### config.mk
export PLATFORM = sky130hd
export DESIGN_NAME = das_readout
export DESIGN_NICKNAME = d
export VERILOG_FILES = /design/src/rtl/das_readout.sv
export SDC_FILE = /design/constraint.sdc
export NUM_CORES = 1
export LEC_CHECK = 0
export CAP_MARGIN = 20
export CORE_MARGIN = 3
export CORE_UTILIZATION = 30
export DETAILED_ROUTE_END_ITERATION = 10
export GPL_ROUTABILITY_DRIVEN = 0
export GPL_TIMING_DRIVEN = 1
export SLEW_MARGIN = 20
export SYNTH_ARGS = -nofsm -noshare
export SYNTH_HDL_FRONTEND = slang
export SYNTH_SLANG_ARGS = --single-unit
### constraint.sdc
create_clock -name clk -period 6.3 [get_ports clk]
set_input_delay 0.945 -clock clk [delete_from_list [all_inputs] [get_ports clk]]
set_output_delay 0.945 -clock clk [all_outputs]
set_load 0.1 [all_outputs]
### src/rtl/das_readout.sv
// Readout stage: on a rising edge of done, fetches four 2-bit samples from the sample memory,
// packs them into a byte and sends it as a UART-style frame. DAS_READOUT_PARITY_EN adds even parity.
module das_readout #(
    parameter int unsigned BIT_CYCLES = 4,
    parameter int unsigned RD_LAT     = 1
) (
    input  logic       clk,
    input  logic       reset,
    input  logic       done,
    input  logic [1:0] mem_data,
    output logic       read,
    output logic [1:0] address,
    output logic       tx,
    output logic       busy,
    output logic       frame_done
);

    localparam int unsigned BitW = (BIT_CYCLES > 1) ? $clog2(BIT_CYCLES) : 1;
    localparam int unsigned LatW = (RD_LAT > 1) ? $clog2(RD_LAT) : 1;
    localparam logic [BitW-1:0] BitMax = BitW'(BIT_CYCLES - 1);
    localparam logic [LatW-1:0] LatMax = LatW'(RD_LAT - 1);
`ifdef DAS_READOUT_PARITY_EN
    localparam logic [3:0] LastIdx = 4'd10;
`else
    localparam logic [3:0] LastIdx = 4'd9;
`endif

    typedef enum logic [1:0] {StIdle, StFetch, StWait, StSend} state_e;

    state_e            state_q, state_d;
    logic [1:0]        k_q, k_d;
    logic [LatW-1:0]   lat_q, lat_d;
    logic [BitW-1:0]   bit_cnt_q, bit_cnt_d;
    logic [3:0]        bit_idx_q, bit_idx_d;
    logic [7:0]        byte_q, byte_d;
    logic              done_q, done_d;
    logic              read_q, read_d;
    logic [1:0]        address_q, address_d;
    logic              tx_q, tx_d;
    logic              busy_q, busy_d;
    logic              frame_done_q, frame_done_d;

    // Frame bit idx: 0 start, 1..8 data LSB first, then optional parity, then stop.
    function automatic logic frame_bit(input logic [3:0] idx, input logic [7:0] data);
        logic b;
        if (idx == 4'd0) begin
            b = 1'b0;
        end else if (idx <= 4'd8) begin
            b = data[3'(idx - 4'd1)];
`ifdef DAS_READOUT_PARITY_EN
        end else if (idx == 4'd9) begin
            b = ^data;
`endif
        end else begin
            b = 1'b1;
        end
        return b;
    endfunction

    always_comb begin
        state_d      = state_q;
        k_d          = k_q;
        lat_d        = lat_q;
        bit_cnt_d    = bit_cnt_q;
        bit_idx_d    = bit_idx_q;
        byte_d       = byte_q;
        done_d       = done;
        read_d       = 1'b0;
        address_d    = address_q;
        tx_d         = tx_q;
        busy_d       = busy_q;
        frame_done_d = 1'b0;

        unique case (state_q)
            StIdle: begin
                if (done && !done_q) begin
                    state_d   = StFetch;
                    busy_d    = 1'b1;
                    k_d       = 2'd0;
                    read_d    = 1'b1;
                    address_d = 2'd0;
                end
            end
            StFetch: begin
                state_d = StWait;
                lat_d   = '0;
            end
            StWait: begin
                if (lat_q == LatMax) begin
                    byte_d[{k_q, 1'b0} +: 2] = mem_data;
                    if (k_q != 2'd3) begin
                        k_d       = k_q + 2'd1;
                        address_d = k_q + 2'd1;
                        read_d    = 1'b1;
                        state_d   = StFetch;
                    end else begin
                        // Start bit begins on the same edge as the last capture.
                        state_d   = StSend;
                        tx_d      = 1'b0;
                        bit_idx_d = 4'd0;
                        bit_cnt_d = '0;
                    end
                end else begin
                    lat_d = lat_q + 1'b1;
                end
            end
            StSend: begin
                if (bit_cnt_q == BitMax) begin
                    bit_cnt_d = '0;
                    if (bit_idx_q == LastIdx) begin
                        state_d      = StIdle;
                        frame_done_d = 1'b1;
                        busy_d       = 1'b0;
                        tx_d         = 1'b1;
                        address_d    = 2'd0;
                    end else begin
                        bit_idx_d = bit_idx_q + 4'd1;
                        tx_d      = frame_bit(bit_idx_q + 4'd1, byte_q);
                    end
                end else begin
                    bit_cnt_d = bit_cnt_q + 1'b1;
                end
            end
            default: state_d = StIdle;
        endcase
    end

    always_ff @(posedge clk) begin
        if (reset) begin
            state_q      <= StIdle;
            k_q          <= 2'd0;
            lat_q        <= '0;
            bit_cnt_q    <= '0;
            bit_idx_q    <= 4'd0;
            byte_q       <= 8'd0;
            done_q       <= 1'b0;
            read_q       <= 1'b0;
            address_q    <= 2'd0;
            tx_q         <= 1'b1;
            busy_q       <= 1'b0;
            frame_done_q <= 1'b0;
        end else begin
            state_q      <= state_d;
            k_q          <= k_d;
            lat_q        <= lat_d;
            bit_cnt_q    <= bit_cnt_d;
            bit_idx_q    <= bit_idx_d;
            byte_q       <= byte_d;
            done_q       <= done_d;
            read_q       <= read_d;
            address_q    <= address_d;
            tx_q         <= tx_d;
            busy_q       <= busy_d;
            frame_done_q <= frame_done_d;
        end
    end

    assign read       = read_q;
    assign address    = address_q;
    assign tx         = tx_q;
    assign busy       = busy_q;
    assign frame_done = frame_done_q;

endmodule
==> impl_metrics.json <==
{
  "status": "complete, no violations",
  "timing.final.crit_period_ns": 2.69,
  "setup_viol": 0,
  "grt_pass1_wl_mm": 4.33,
  "place_inst": 206,
  "power_w": 0.000289,
  "cts.sinks": 25,
  "synth_simple_gate_area_share": 0.239,
  "synth-adder-area-share": 0.0961,
  "synthTopCellsByCount": "nor2_1, dfxtp_1, nand2_1",
  "drc_errors": 0,
  "rows": 23,
  "yosys-top-cells-area": "dfxtp_1, ha_1, nor2_1, nand2_1, a21oi_1",
  "cts-root-buf": "clkbuf_8",
  "first_pass_iters": 4,
  "fin_crit_sh": 0.428,
  "die-area_mm2": 0.00517,
  "seq_area_frac_synth": 0.384,
  "hpwl_mm": 1.74,
  "fin_nets": 176,
  "clock_latency_ns": 0.26,
  "critPathMaxFanout": 3,
  "start_util": 0.319,
  "htree_num_levels": 1,
  "drv_slew": 0,
  "start_kind": "register",
  "seq_area_um2": 500,
  "slowest_stage": "clkdlybuf4s50_1",
  "fin_cells": 210,
  "drive_gt1_frac": 0.0563,
  "cp.required_ns": 5.35,
  "pin_count": 11,
  "power_density_mw_per_mm2": 197,
  "place.port_buffers": 10,
  "die_w_um": 71.9,
  "grt_usage": 0.102,
  "grt.overflow.total": 0,
  "peakVddDrop_uv": 173,
  "crit_chain": "clkdlybuf4s50_1",
  "cts_tree": "built",
  "synth_area_leader_cell": "dfxtp_1",
  "area_growth_pct": 12.8,
  "setup-tns-final_ns": 0,
  "clkTransAtPathRegs_ns": 0.08,
  "antenna_found_initial": 0,
  "via_count": 1040,
  "wl_mm": 2.37,
  "first_global_vias": 994,
  "endpoint_kind": "primary output",
  "cp_num_buf_inv": 1,
  "hold_path_class": "register to register",
  "synth_top_cell_area_share": 0.384,
  "synth_compound_gate_area_share": 0.148,
  "yosys.cell_count.top_type": "nor2_1",
  "slew_headroom": 0.354,
  "ys.flop_type": "dfxtp_1",
  "post-cts-setup-buffers": 0,
  "muxShareOfSynthArea": 0.0692,
  "synth-xor-area-share": 0.0202,
  "postCtsResizedCells": 0,
  "ys_warn_count": 0,
  "drt_iter0_drc": 53,
  "path_delay_family": "buffers and inverters",
  "syn_area_mm2": 0.00130,
  "drt-vias-per-instance": 4.95,
  "fmax_ghz": 0.371,
  "rsz0062_at_grt": "no",
  "multi_input_area_um2": 746,
  "grt_max_degree": 26,
  "ctsHoldBuffers": 0,
  "critPathKind": "register to primary output",
  "dieHeight_um": 71.9,
  "p_leak_nw": 0.535,
  "synth_edf_count": 0,
  "synth_top_family_by_area": "simple AND/OR/NAND/NOR gates",
  "synth_cell_types": 34,
  "finClkSkew_ns": 0.00235,
  "cp.arrival_ns": 1.75,
  "ys_ff_latch": 25,
  "diodes": 0,
  "hold_ws_ns": 0.468,
  "syn-num-nets": 167,
  "ys_async_sr_fraction": 0,
  "n_fill_cell": 444,
  "final_antenna_net_count": 0,
  "worst_pin_slew_ns": 0.966,
  "netlist_instances": 152,
  "syn_avg_cell_area_um2": 8.57,
  "critical-path-max-stage-delay_ns": 1.14,
  "core_region_area_mm2": 0.00409,
  "wire_per_inst_um": 11.3,
  "clockBufferDepth": 2,
  "cts_inserted_buffers": 3,
  "cap_viol_max_count": 0,
  "hold_viol": 0
}
==> final timing paths <==
path / to / start / slack [ns] / cells after the start
hold / removal: address[0]$_SDFFE_PP0P_ / address[0]$_SDFFE_PP0P_ / 0.47 / 2
setup / recovery: busy / busy$_SDFFE_PP0P_ / 3.61 / 1
hold reg to reg: address[0]$_SDFFE_PP0P_ / address[0]$_SDFFE_PP0P_ / 0.47 / 2
setup reg to reg: tx$_SDFFE_PP1P_ / bit_idx_q[1]$_SDFFE_PP0P_ / 4.04 / 7
==> area by class of cell <==
class / instances / share of cell area
multi-input cells: 117 / 0.508
flip-flops and latches: 25 / 0.341
repair buffers: 10 / 0.0681
well taps: 50 / 0.0426
clock buffers: 4 / 0.0307
inverters: 4 / 0.0102
==> metrics by stage <==
stage | setup WS, ns | utilization | cell area, um^2
6_report | 3.61 | 0.359 | 1470
3_3_place_gp | 3.88 | 0.348 | 1420
4_1_cts | 3.59 | 0.359 | 1470
5_1_grt | 3.56 | 0.359 | 1470
2_1_floorplan | 4.16 | - | 1300
3_5_place_dp | 3.86 | 0.348 | 1420
==> sequential cells by signal (all words and copies together) (netlist names) <==
signal / flops
address: 2
bit_cnt_q: 2
bit_idx_q: 4
busy: 1
byte_q: 8
done_q: 1
frame_done: 1
k_q: 2
read: 1
state_q: 2
tx: 1
==> metal layers <==
layer	wire length [um]	up-vias	track usage
met5	0	-	0
met4	13	0	0.0188
met3	87	2	0.0291
met2	1030	18	0.163
met1	1240	477	0.139
li1	-	543	-
==> power breakdown <==
group / leakage, nW / switching (W) / internal (W)
clock network: 0.0228 / 0.0000469 / 0.0000451
logic: 0.309 / 0.0000211 / 0.0000103
registers: 0.203 / 0.00000404 / 0.000161
==> layout by cell type (no fill, tap or decap), types with 2 or more instances in the layout <==
cell type	netlist	layout
nand3_1	3	3
nand2b_1	4	4
a21oi_1	12	12
nor3_1	3	3
a22oi_1	7	7
mux4_2	2	2
nor2b_1	4	4
nand2_1	17	17
clkdlybuf4s50_1	0	10
mux2i_1	3	3
a32oi_1	2	2
nor2_1	28	28
nor4_1	2	2
o21ai_0	5	5
dfxtp_1	25	25
xnor2_1	2	2
clkbuf_8	1	3
inv_1	4	4
ha_1	10	10
==> logic make-up (layout without fill, tap and decap cells) <==
family	Yosys count	after routing
adder cells (fa/ha/maj)	10	10
flip-flops	25	25
AO/OA/AOI/OAI	31	31
multiplexers	6	6
buffers and inverters	10	18
XOR/XNOR	3	3
AND/OR/NAND/NOR	67	67
Power figures use the tool's default switching activity.
